==> config.mk <==
export PLATFORM = sky130hd
export DESIGN_NAME = rtc_bus_responder_flat
export DESIGN_NICKNAME = d
export VERILOG_FILES = /design/src/rtl/rtc_resp_pkg.sv /design/src/rtl/rtc_bus_responder_if.sv /design/src/rtl/bcd_time_counter.sv /design/src/rtl/rtc_bus_responder.sv /design/src/flat_wrapper.sv
export SDC_FILE = /design/constraint.sdc
export NUM_CORES = 1
export LEC_CHECK = 0
export CORE_AREA = 2 2 121 123
export DETAILED_ROUTE_END_ITERATION = 6
export DIE_AREA = 0 0 123 125
export RECOVER_POWER = 100
export SLEW_MARGIN = 25
export SYNTH_ARGS = -nofsm -noshare
export SYNTH_HDL_FRONTEND = slang
export SYNTH_SLANG_ARGS = --single-unit
==> constraint.sdc <==
create_clock -name clk -period 7.1 [get_ports clk]
set_clock_uncertainty 0.05 [all_clocks]
set_input_delay 1.065 -clock clk [delete_from_list [all_inputs] [get_ports clk]]
set_output_delay 1.065 -clock clk [all_outputs]
set_load 0.01 [all_outputs]
==> src/rtl/rtc_resp_pkg.sv <==
// rtc_resp_pkg: register map, bus state encoding and BCD helpers shared by the
// RTC bus responder and its time counter.
package rtc_resp_pkg;
  localparam logic [7:0] ADDR_CTRL  = 8'h00;
  localparam logic [7:0] ADDR_SEC   = 8'h21;
  localparam logic [7:0] ADDR_MIN   = 8'h22;
  localparam logic [7:0] ADDR_HOUR  = 8'h23;
  localparam logic [7:0] ADDR_DAY   = 8'h24;
  localparam logic [7:0] ADDR_MONTH = 8'h25;
  localparam logic [7:0] ADDR_YEAR  = 8'h26;
  localparam logic [1:0] IDLE  = 2'd0;
  localparam logic [1:0] ADDR  = 2'd1;
  localparam logic [1:0] WDATA = 2'd2;
  localparam logic [1:0] RDATA = 2'd3;
  localparam logic [7:0] SEC_MAX  = 8'h59;
  localparam logic [7:0] MIN_MAX  = 8'h59;
  localparam logic [7:0] HOUR_MAX = 8'h23;
  // Returns {carry, next}; a bad ones digit or a value at/above max wraps to 00.
  function automatic logic [8:0] bcd_inc(input logic [7:0] v, input logic [7:0] max);
    return (v[3:0] > 4'd9 || v >= max) ? 9'h100 :
           {1'b0, (v[3:0] == 4'd9) ? {v[7:4] + 4'd1, 4'd0} : v + 8'd1};
  endfunction
endpackage

==> src/rtl/rtc_bus_responder_if.sv <==
// rtc_bus_responder_if: multiplexed address/data RTC bus between the control
// path (master) and the device-side responder (slave).
interface rtc_bus_responder_if;
  logic       cs;
  logic       ad;
  logic       rd;
  logic       wr;
  logic [7:0] dat_in;
  logic [7:0] dat_out;
  logic       dat_oe;
  logic       bus_err;
  modport master (output cs, ad, rd, wr, dat_in, input dat_out, dat_oe, bus_err);
  modport slave  (input cs, ad, rd, wr, dat_in, output dat_out, dat_oe, bus_err);
endinterface

==> src/rtl/bcd_time_counter.sv <==
// bcd_time_counter: BCD SEC/MIN/HOUR chain advanced by tick; any field load
// in a cycle takes priority over that cycle's tick.
module bcd_time_counter
  import rtc_resp_pkg::*;
(
  input  logic       clk,
  input  logic       reset,
  input  logic       tick,
  input  logic       ld_sec,
  input  logic       ld_min,
  input  logic       ld_hour,
  input  logic [7:0] sec_ld,
  input  logic [7:0] min_ld,
  input  logic [7:0] hour_ld,
  output logic [7:0] sec,
  output logic [7:0] min,
  output logic [7:0] hour
);
  logic [7:0] sec_q, sec_d, min_q, min_d, hour_q, hour_d;
  logic [8:0] sec_n, min_n;
  logic       inc;
  always_comb begin
    inc    = tick && !(ld_sec || ld_min || ld_hour);
    sec_n  = bcd_inc(sec_q, SEC_MAX);
    min_n  = bcd_inc(min_q, MIN_MAX);
    sec_d  = ld_sec ? sec_ld : inc ? sec_n[7:0] : sec_q;
    min_d  = ld_min ? min_ld : (inc && sec_n[8]) ? min_n[7:0] : min_q;
    hour_d = ld_hour ? hour_ld :
             (inc && sec_n[8] && min_n[8]) ? 8'(bcd_inc(hour_q, HOUR_MAX)) : hour_q;
  end
  always_ff @(posedge clk or negedge reset)
    if (!reset) begin
      sec_q  <= 8'h00;
      min_q  <= 8'h00;
      hour_q <= 8'h00;
    end else begin
      sec_q  <= sec_d;
      min_q  <= min_d;
      hour_q <= hour_d;
    end
  assign sec  = sec_q;
  assign min  = min_q;
  assign hour = hour_q;
endmodule

==> src/rtl/rtc_bus_responder.sv <==
// rtc_bus_responder: device end of the RTC address/data bus; decodes phases,
// holds the register map, keeps BCD time and returns read data.
module rtc_bus_responder
  import rtc_resp_pkg::*;
#(
  parameter int TICK_DIV = 100000000,
  parameter bit ERR_EN   = 1'b1
) (
  input logic               clk,
  input logic               reset,
  rtc_bus_responder_if.slave bus
);
  localparam int PW = $clog2(TICK_DIV);
  logic [1:0]    state_q, state_d;
  logic [7:0]    addr_q, addr_d, wdat_q, wdat_d, ctrl_q, ctrl_d;
  logic [7:0]    day_q, day_d, month_q, month_d, year_q, year_d;
  logic [7:0]    dat_out_q, dat_out_d, rdata, sec, min, hour;
  logic [PW-1:0] presc_q, presc_d;
  logic          dat_oe_q, dat_oe_d, bus_err_q, bus_err_d, pend_q, pend_d;
  logic          cs_q, cs_d, ad_q, ad_d, rd_q, rd_d, wr_q, wr_d;
  logic          act, viol, commit, rd_go, wrap, due, tick;
  always_comb begin
    act  = !bus.cs;
    // ad may only change while neither strobe is held across the change
    viol = act && ((!bus.rd && !bus.wr) || (!bus.rd && !bus.ad) ||
           (!cs_q && bus.ad != ad_q && ((!bus.wr && !wr_q) || (!bus.rd && !rd_q))));
    commit  = act && !viol && state_q == WDATA && bus.wr;
    rd_go   = act && !viol && bus.ad && !bus.rd;
    state_d = (!act || viol) ? IDLE :
              !bus.wr ? (bus.ad ? WDATA : ADDR) :
              rd_go ? RDATA : (state_q == IDLE) ? IDLE : ADDR;
    addr_d  = (act && !viol && !bus.ad && !bus.wr) ? bus.dat_in : addr_q;
    wdat_d  = (act && !viol && bus.ad && !bus.wr) ? bus.dat_in : wdat_q;
    ctrl_d  = (commit && addr_q == ADDR_CTRL)  ? wdat_q : ctrl_q;
    day_d   = (commit && addr_q == ADDR_DAY)   ? wdat_q : day_q;
    month_d = (commit && addr_q == ADDR_MONTH) ? wdat_q : month_q;
    year_d  = (commit && addr_q == ADDR_YEAR)  ? wdat_q : year_q;
    rdata   = addr_q == ADDR_CTRL  ? ctrl_q  :
              addr_q == ADDR_SEC   ? sec     :
              addr_q == ADDR_MIN   ? min     :
              addr_q == ADDR_HOUR  ? hour    :
              addr_q == ADDR_DAY   ? day_q   :
              addr_q == ADDR_MONTH ? month_q :
              addr_q == ADDR_YEAR  ? year_q  : 8'h00;
    dat_out_d = rd_go ? rdata : dat_out_q;
    dat_oe_d  = rd_go;
    bus_err_d = ERR_EN && viol;
    cs_d = bus.cs;
    ad_d = bus.ad;
    rd_d = bus.rd;
    wr_d = bus.wr;
    wrap    = presc_q == PW'(TICK_DIV - 1);
    presc_d = wrap ? '0 : presc_q + 1'b1;
    // a tick colliding with a write commit is carried one cycle later
    due    = (wrap && !ctrl_q[0]) || pend_q;
    tick   = due && !commit;
    pend_d = due && commit;
  end
  always_ff @(posedge clk or negedge reset)
    if (!reset) begin
      state_q   <= IDLE;
      addr_q    <= 8'h00;
      wdat_q    <= 8'h00;
      ctrl_q    <= 8'h00;
      day_q     <= 8'h00;
      month_q   <= 8'h00;
      year_q    <= 8'h00;
      dat_out_q <= 8'h00;
      dat_oe_q  <= 1'b0;
      bus_err_q <= 1'b0;
      presc_q   <= '0;
      pend_q    <= 1'b0;
      cs_q      <= 1'b1;
      ad_q      <= 1'b0;
      rd_q      <= 1'b1;
      wr_q      <= 1'b1;
    end else begin
      state_q   <= state_d;
      addr_q    <= addr_d;
      wdat_q    <= wdat_d;
      ctrl_q    <= ctrl_d;
      day_q     <= day_d;
      month_q   <= month_d;
      year_q    <= year_d;
      dat_out_q <= dat_out_d;
      dat_oe_q  <= dat_oe_d;
      bus_err_q <= bus_err_d;
      presc_q   <= presc_d;
      pend_q    <= pend_d;
      cs_q      <= cs_d;
      ad_q      <= ad_d;
      rd_q      <= rd_d;
      wr_q      <= wr_d;
    end
  bcd_time_counter u_time (
    .clk     (clk),
    .reset   (reset),
    .tick    (tick),
    .ld_sec  (commit && addr_q == ADDR_SEC),
    .ld_min  (commit && addr_q == ADDR_MIN),
    .ld_hour (commit && addr_q == ADDR_HOUR),
    .sec_ld  (wdat_q),
    .min_ld  (wdat_q),
    .hour_ld (wdat_q),
    .sec     (sec),
    .min     (min),
    .hour    (hour)
  );
  assign bus.dat_out = dat_out_q;
  assign bus.dat_oe  = dat_oe_q;
  assign bus.bus_err = bus_err_q;
endmodule
==> src/flat_wrapper.sv <==
// flat-port wrapper written by rule: the top's interface ports become plain ports
module rtc_bus_responder_flat import rtc_resp_pkg::*;
#(
  parameter int TICK_DIV = 100000000,
  parameter bit ERR_EN   = 1'b1
)
  (clk, reset, bus_cs, bus_ad, bus_rd, bus_wr, bus_dat_in, bus_dat_out, bus_dat_oe, bus_bus_err);
  rtc_bus_responder_if bus_i ();
  input logic clk;
  input logic reset;
  input wire logic [$bits(bus_i.cs)-1:0] bus_cs;
  input wire logic [$bits(bus_i.ad)-1:0] bus_ad;
  input wire logic [$bits(bus_i.rd)-1:0] bus_rd;
  input wire logic [$bits(bus_i.wr)-1:0] bus_wr;
  input wire logic [$bits(bus_i.dat_in)-1:0] bus_dat_in;
  output wire logic [$bits(bus_i.dat_out)-1:0] bus_dat_out;
  output wire logic [$bits(bus_i.dat_oe)-1:0] bus_dat_oe;
  output wire logic [$bits(bus_i.bus_err)-1:0] bus_bus_err;
  assign bus_i.cs = bus_cs;
  assign bus_i.ad = bus_ad;
  assign bus_i.rd = bus_rd;
  assign bus_i.wr = bus_wr;
  assign bus_i.dat_in = bus_dat_in;
  assign bus_dat_out = bus_i.dat_out;
  assign bus_dat_oe = bus_i.dat_oe;
  assign bus_bus_err = bus_i.bus_err;
  rtc_bus_responder #(.TICK_DIV(TICK_DIV), .ERR_EN(ERR_EN)) u_core (.clk(clk), .reset(reset), .bus(bus_i));
endmodule
==> out/results.txt, run 1 <==
status: finished, violations left
failing checks: max-capacitance violations, max-slew violations
CTS tree: done
via density per instance: 5.73
Routed WL: 14.6 mm
root buffer cell: clkbuf_16
VDD IR-drop max: 197 uV
commonest non-fill, non-tap cell in the layout: dfrtp_1
Async S/R FF share, synth: 100%
Setup TNS Final: 0 ps
Yosys warning total: 0
Pint: 1.28 mW
fmax: 208 MHz
fin. max-slew vios: 69
GP Congestion: 0.870
Synth top area share: 47.3%
critical path peak fanout: 10
Routed met3 length: 642 um
CP arrival: 5060 ps
number of port buffers: 23
Fin. Hold Viols: 0
Clock Tree Buf Depth: 2
Synth Instances: 587
Logic pwr share: 8.2%
pwr/cell area: 253 mW/mm2
crit share post-route: 67.6%
slowest cell on the critical path: nor3_1
Resize count post-CTS: 0
Post-synth EDFFs: 0
Place WS: 3290 ps
Switching Fraction: 26.1%
# rows: 44
# hold bufs at CTS: 0
CP required: 7360 ps
num ports: 24
Setup violations, final: 0
total global routing overflow: 0
fin crit period: 4800 ps
per-cell routed wire length: 18.2 um
Initial Util: 42.1%
Critical path buffers and inverters: 1
RSZ-0062 raised after global routing: no
first-pass GRT wire length: 24.2 mm
synth unique cells: 72
DP HPWL: 9.89 mm
slack of the critical path: 2300 ps
CP Cell Sequence: dlygate4sd3_1 > o22a_2 > o31ai_1 > nor2_1 > nor3_1 > nand3_1 > o221ai_1
crit path launch type: input port
Slew Limit Headroom: -58.1%
Crit Path Category: input port to flop
Sw Pwr: 451 uW
first-pass detailed-route iteration total: 5
Mapped Avg Cell Area: 10.2 um2
Post-Syn Nets: 608
DR iter-0 viols: 298
Post-route DRC: 0
Clock Latency Late Sink: 420 ps
via count of the first global-routing pass: 4694
vias: 4593
Pleak: 3.04 nW
H-tree Lvls: 4
Die X: 123 um
Flop pwr share: 44.7%
register area share after synthesis: 48.6%
pin count of the biggest net entering global routing: 75
DIE HEIGHT: 125 um
TritonCTS Buffers: 17
worst hold path class: flop to flop
Final ANT Viol Nets: 0
crit path capture type: flop
Syn Std Cell Area: 0.00598 mm2
Largest stage delay, worst path: 970 ps
postcts setup bufs: 0
Top Family by Delay on Critical Path: simple AND/OR/NAND/NOR gates
Area growth syn-to-layout: 14.4%
# clock sinks: 116
top sig layer: met4
Yosys top cell by area: dfrtp_1
most frequent cells in the layout: 113 x dfrtp_1, 62 x nor2_1, 57 x nand2_1
routed length on met1: 6.50 mm
gr usage total: 20.4%
ANT cells: 0
Clk pwr share: 47.1%
CTS clock-pin slew for the worst setup and hold paths: 50 ps
Synth area leaders: dfrtp_1 47%, mux2_2 8.5%, nor2_1 3.8%, nand2_1 3.6%, xnor2_1 2.6%
share of layout cells above drive strength 1: 14.7%
Top FF cell, synth: dfrtp_1
met2 WL post-DR: 7.26 mm
Core ar.: 0.0142 mm2
die area: 0.0154 mm2
Final nets: 626
worst-margin pin slew: 2370 ps
Yosys reg bits: 116
max-cap violations: 2
initial antenna violation count: 0
per-layer routing:
layer | GRT usage [%] | vias up
met5 | 0 | -
met4 | 7.35 | 0
met3 | 5.11 | 22
met2 | 33.0 | 118
met1 | 26.5 | 2296
li1 | - | 2157
logic make-up after synthesis:
logic type / after synthesis / share of synthesized area [%]
AOI/OAI and AO/OA: 121 / 13.9
and+or+nand+nor: 215 / 18.3
xor gates and xnor gates: 28 / 4.10
adders and majority gates: 7 / 1.46
DFF: 116 / 48.6
muxes: 55 / 10.2
buffers and inverters: 45 / 3.45
worst paths after layout:
path                            cells past startpoint  slack [ps]                    end              start
worst max-delay path                                7        2300  u_core.u_time.hour[4]             bus_wr
worst min-delay path                                1         400      u_core.presc_q[0]  u_core.presc_q[0]
worst max register to register                      6        3280  u_core.u_time.hour[4]        u_core.wr_q
worst min register to register                      1         400      u_core.presc_q[0]  u_core.presc_q[0]
max in group asynchronous                           3        3300       u_core.year_q[2]              reset
min in group asynchronous                           1        1320      u_core.presc_q[4]              reset
state kept, by name, indices dropped and copies added, names as in the netlist, 2 cells and up:
register,cells
u_core.u_time.sec,8
u_core.state_q,2
u_core.ctrl_q,8
u_core.year_q,8
u_core.u_time.min,8
u_core.month_q,8
u_core.addr_q,8
u_core.presc_q,27
u_core.u_time.hour,8
u_core.bus.dat_out,8
u_core.wdat_q,8
u_core.day_q,8
metrics by stage:
| stage | cell area (um2) | hold WS (ps) | power, mW | cells | utilization [%] |
|---|---|---|---|---|---|
| after floorplan | 5980 | 383 | 0.848 | 587 | - |
| after global placement | 6320 | 395 | 0.924 | 769 | 44.5 |
| after detailed placement | 6320 | 400 | 0.929 | 769 | 44.5 |
| after CTS | 6870 | 407 | 1.75 | 801 | 48.4 |
| after global routing | 6840 | 419 | 1.80 | 802 | 48.2 |
| final | 6840 | 405 | 1.73 | 802 | 48.2 |
power by group through the flow:
stage	registers, mW	logic [mW]	clock network, mW
floorplan	0.738	0.110	0
global placement	0.782	0.142	0
detailed placement	0.784	0.145	0
CTS	0.772	0.145	0.832
global route	0.777	0.158	0.863
finish	0.771	0.142	0.814
cell type report:
| class | count | area [um2] |
|---|---|---|
| flip-flops and latches | 116 | 2910 |
| multi-input cells | 426 | 2810 |
| repair buffers | 28 | 278 |
| well taps | 184 | 230 |
| fillers | 1325 | 7360 |
| inverters | 16 | 60.1 |
| clock inverters | 10 | 109 |
| clock buffers | 22 | 444 |
synthesized netlist by cell type, types with 3 or more instances:
master / number
dfstp_2: 3
and3_1: 3
nand3_1: 23
ha_1: 7
a21o_1: 8
inv_1: 16
dfrtp_1: 113
o22ai_1: 7
mux2i_1: 10
nor2_1: 61
and4_1: 4
nand2_1: 57
or3_1: 4
clkbuf_1: 21
o221ai_1: 3
mux2_2: 45
nand2b_1: 7
a21oi_1: 22
o21ai_0: 28
nor4_1: 5
o32ai_1: 3
nand4_1: 6
xnor2_1: 18
nand3_2: 3
a22oi_1: 5
nor2b_1: 5
a311oi_1: 9
xor2_1: 10
a31oi_1: 7
nor3_1: 18
a2bb2oi_1: 7
(Power assumes the default switching activity.)
==> run 2, diff against run 1 <==
- clock period: 7.1 -> 4.69 ns (I/O delays scaled with it)
==> run 2 against run 1 <==
Compared with the run above:
- the run still ends with max-capacitance violations, max-slew violations left
- critical path depth decreased by 1
- first-iteration DRC count increased by 27%
- final cell count down 0.12%
- die area stayed put
- sequential cell count did not move
- combinational power rose by 53%
==> out/results.txt, run 2 (synthesis gave the netlist of run 1 again) <==
status: finished, violations left
failing checks: max-capacitance violations, max-slew violations
Sw Pwr: 675 uW
TritonCTS Buffers: 17
Core ar.: 0.0142 mm2
number of port buffers: 23
Pleak: 3.09 nW
Setup violations, final: 0
slack of the critical path: 1450 ps
VDD IR-drop max: 252 uV
Worst path most repeated cell: nor2_1
Resize count post-CTS: 0
fin. max-slew vios: 36
Largest stage delay, worst path: 680 ps
fin crit period: 3240 ps
# clock sinks: 116
total global routing overflow: 0
slowest cell on the critical path: dlygate4sd3_1
Setup TNS Final: 0 ps
vias: 4631
most frequent cells in the layout: 113 x dfrtp_1, 62 x nor2_1, 58 x nand2_1
via count of the first global-routing pass: 4664
initial antenna violation count: 0
die area: 0.0154 mm2
RSZ-0062 raised after global routing: no
critical path peak fanout: 9
Logic pwr share: 7.6%
Clock Latency Late Sink: 420 ps
first-pass GRT wire length: 24.2 mm
Crit Path Category: input port to flop
num ports: 24
share of layout cells above drive strength 1: 15.6%
postcts setup bufs: 0
crit path launch type: input port
crit path capture type: flop
CP required: 4940 ps
CTS clock-pin slew for the worst setup and hold paths: 50 ps
H-tree Lvls: 4
Reg with most FFs: u_core.presc_q
commonest non-fill, non-tap cell in the layout: dfrtp_1
Initial Util: 42.1%
Switching Fraction: 23.7%
CP Cell Sequence: dlygate4sd3_1 > nor2_1 > or3_2 > nor2_1 > nand3_1 > mux2_2
CP arrival: 3490 ps
Flop pwr share: 41.0%
pin count of the biggest net entering global routing: 44
Post-route DRC: 0
crit share post-route: 69.1%
Fin. Hold Viols: 0
first-pass detailed-route iteration total: 5
DP HPWL: 9.94 mm
Cell Area, Placed: 0.00633 mm2
Critical path buffers and inverters: 1
Routed WL: 14.6 mm
via density per instance: 5.78
DR iter-0 viols: 379
DIE HEIGHT: 125 um
max-cap violations: 1
Finished Cell Area: 0.00696 mm2
root buffer cell: clkbuf_16
# rows: 44
Slew Limit Headroom: -25.1%
worst hold path class: flop to flop
Clock Tree Buf Depth: 2
CTS tree: done
worst-margin pin slew: 1880 ps
gr usage total: 20.5%
max reg flops: 27
Final nets: 626
Top Family by Delay on Critical Path: simple AND/OR/NAND/NOR gates
Clk pwr share: 51.4%
Pint: 2.17 mW
per-cell routed wire length: 18.2 um
Area growth syn-to-layout: 16.3%
Filler cells: 1337
Final ANT Viol Nets: 0
# hold bufs at CTS: 0
pwr/cell area: 409 mW/mm2
GP Congestion: 0.870
Place WS: 1290 ps
Power Total: 2.85 mW
ANT cells: 0
Die X: 123 um
fmax: 309 MHz
-- run 2: changes by cell type in the layout (fill, tap and decap cells not counted), moves of 2 or more --
cell,change
bufinv_16,+4
clkbuf_1,-4
clkbuf_2,+2
clkbuf_8,+2
clkinv_2,-2
-- run 2: power groups by stage --
stage	logic (mW)	registers [mW]	clock network (mW)
after floorplan	0.167	1.12	0
after global placement	0.217	1.18	0
after detailed placement	0.223	1.19	0
after CTS	0.224	1.17	1.49
after global routing	0.240	1.18	1.53
final	0.217	1.17	1.46
-- run 2: metal layers --
layer	routed length (um)	track usage, %
met3	770	4.97
met2	7110	32.4
met1	6490	27.2
met4	233	7.95
met5	0	0
-- run 2: area by class of cell --
class | count | area (um2) | share of cell area (%)
flip-flops and latches | 116 | 2910 | 41.8
repair buffers | 28 | 256 | 3.69
well taps | 184 | 230 | 3.31
multi-input cells | 426 | 2840 | 40.8
clock buffers | 21 | 460 | 6.62
inverters | 16 | 60.1 | 0.863
clock inverters | 10 | 203 | 2.91
-- run 2: worst register-to-register path: stages, from the launching register on --
cell and delay (ps):
dfrtp_1 370, ha_1 210, nand2_1 90, nor3_1 590
a41oi_1 450, nor3_4 520, nand3_1 310, o221ai_1 280
-- run 2: final timing paths --
path	slack [ps]	cells after the start	endpoint	from
max	1450	6	u_core.month_q[5]	bus_rd
min	410	1	u_core.presc_q[0]	u_core.presc_q[0]
max reg2reg	1730	7	u_core.u_time.hour[4]	u_core.presc_q[0]
min reg2reg	410	1	u_core.presc_q[0]	u_core.presc_q[0]
max in group asynchronous	1910	2	u_core.year_q[6]	reset
min in group asynchronous	750	1	u_core.presc_q[2]	reset
-- run 2: metrics by stage --
step	cells	util, %	hold slack [ps]
2_1_floorplan	587	-	358
3_3_place_gp	770	44.5	397
3_5_place_dp	770	44.5	407
4_1_cts	801	49.2	180
5_1_grt	801	49.0	440
6_report	801	49.0	411
==> run 3, diff against run 2 <==
- clock period: 4.69 -> 3.1 ns (I/O delays scaled with it)
==> run 3 against run 2 <==
Compared with the run above:
- sequential power rose by 49%
- the flow now finishes without violations
- combinational power rose by 71%
- final cell count is 1.7% higher
- hold slack worse by 140 ps
- sequential cell count did not move
- power increased by 49%
- critical path depth grew 2
- first-iteration DRC count fell by 11%
- clock power is 46% higher
- die area is the same
- utilization grew 0.33 points
- sequential share of layout area shrank 0.28 points
==> out/results.txt, run 3 (synthesis gave the netlist of run 1 again) <==
CP arrival: 3080 ps
most frequent cells in the layout: 113 x dfrtp_1, 62 x nor2_1, 57 x nand2_1
Clock Latency Late Sink: 430 ps
VDD IR-drop max: 439 uV
Final nets: 639
Routed WL: 14.7 mm
Post-route DRC: 0
total global routing overflow: 0
number of port buffers: 23
Clk pwr share: 50.1%
num ports: 24
share of layout cells above drive strength 1: 16.3%
pin count of the biggest net entering global routing: 52
Core ar.: 0.0142 mm2
CP required: 3360 ps
# hold bufs at CTS: 0
Clock Tree Buf Depth: 2
GP Congestion: 0.868
worst setup path start: bus_ad
critical path peak fanout: 9
Final ANT Viol Nets: 0
per-cell routed wire length: 18.0 um
fin crit period: 2820 ps
Fin. Hold Viols: 0
Power Total: 4.24 mW
max-cap violations: 0
Reg2Reg Capture Point: u_core.u_time.hour[2]
TritonCTS Buffers: 17
commonest non-fill, non-tap cell in the layout: dfrtp_1
fin. max-slew vios: 0
CTS tree: done
hold slack: 274 ps
root buffer cell: clkbuf_16
Pint: 3.16 mW
crit path launch type: input port
gr usage total: 20.5%
# clock sinks: 116
DIE HEIGHT: 125 um
Initial Util: 42.1%
Worst setup endpoint: u_core.year_q[2]
pwr/cell area: 606 mW/mm2
Flop pwr share: 41.1%
Slew Limit Headroom: 6.20%
Setup TNS Final: 0 ps
via count of the first global-routing pass: 4523
Logic pwr share: 8.8%
postcts setup bufs: 0
status: finished clean
Pleak: 3.11 nW
crit share post-route: 90.9%
H-tree Lvls: 4
DP HPWL: 10.2 mm
initial antenna violation count: 0
worst-margin pin slew: 1410 ps
fmax: 355 MHz
max reg flops: 27
vias: 4619
first-pass GRT wire length: 23.9 mm
Switching Fraction: 25.4%
Crit Path Category: input port to flop
Reg-to-Reg Start: u_core.presc_q[11]
Area growth syn-to-layout: 17.1%
first-pass detailed-route iteration total: 5
R2R setup slack: 340 ps
Setup violations, final: 0
ANT cells: 0
DR iter-0 viols: 339
CTS clock-pin slew for the worst setup and hold paths: 60 ps
worst-case reg-to-reg path depth: 6
Core Util, Final: 49.3%
Reg with most FFs: u_core.presc_q
Resize count post-CTS: 0
Sw Pwr: 1.08 mW
Die X: 123 um
via density per instance: 5.67
worst hold path class: input port to asynchronous set/reset pin
crit path capture type: flop
# rows: 44
RSZ-0062 raised after global routing: no
die area: 0.0154 mm2
[run 3: metal layers]
layer / track usage [%] / vias to the layer above / routed length (um)
li1: - / 2180 / -
met1: 25.8 / 2281 / 6430
met2: 33.0 / 133 / 7230
met3: 6.16 / 25 / 748
met4: 7.55 / 0 / 261
met5: 0 / - / 0
[run 3: area by class of cell]
type | count | area, um2
fillers | 1306 | 7200
flip-flops and latches | 116 | 2910
multi-input cells | 426 | 2840
clock buffers | 20 | 467
repair buffers | 41 | 323
well taps | 184 | 230
clock inverters | 12 | 176
inverters | 16 | 60.1
[run 3: through the flow]
step / worst slack, ps / std cells / instance area, um2
global route: 143 / 815 / 7000
detailed placement: 221 / 783 / 6420
floorplan: 656 / 587 / 5980
global placement: 238 / 783 / 6420
CTS: 433 / 815 / 7070
finish: 282 / 815 / 7000
[run 3: power by group through the flow]
stage / clock network [mW] / registers, mW / logic (mW)
after floorplan: 0 / 1.69 / 0.253
after global placement: 0 / 1.76 / 0.380
after detailed placement: 0 / 1.76 / 0.385
after CTS: 2.16 / 1.74 / 0.386
after global routing: 2.24 / 1.75 / 0.411
final: 2.13 / 1.74 / 0.372
[run 3: how the worst min path moves through the flow]
stage,endpoint,cells after the start
final,u_core.presc_q[1],1
after global routing,u_core.presc_q[1],1
after CTS,u_core.presc_q[1],1
after detailed placement,u_core.presc_q[0],1
after global placement,u_core.presc_q[0],1
after floorplan,u_core.ad_q,0
[run 3: worst max-delay path, stage by stage]
cell,delay [ps]
dlygate4sd3_1,560
clkbuf_1,180
xnor2_1,330
o31ai_4,130
nor2_1,460
buf_4,230
nand3_1,310
mux2_2,400
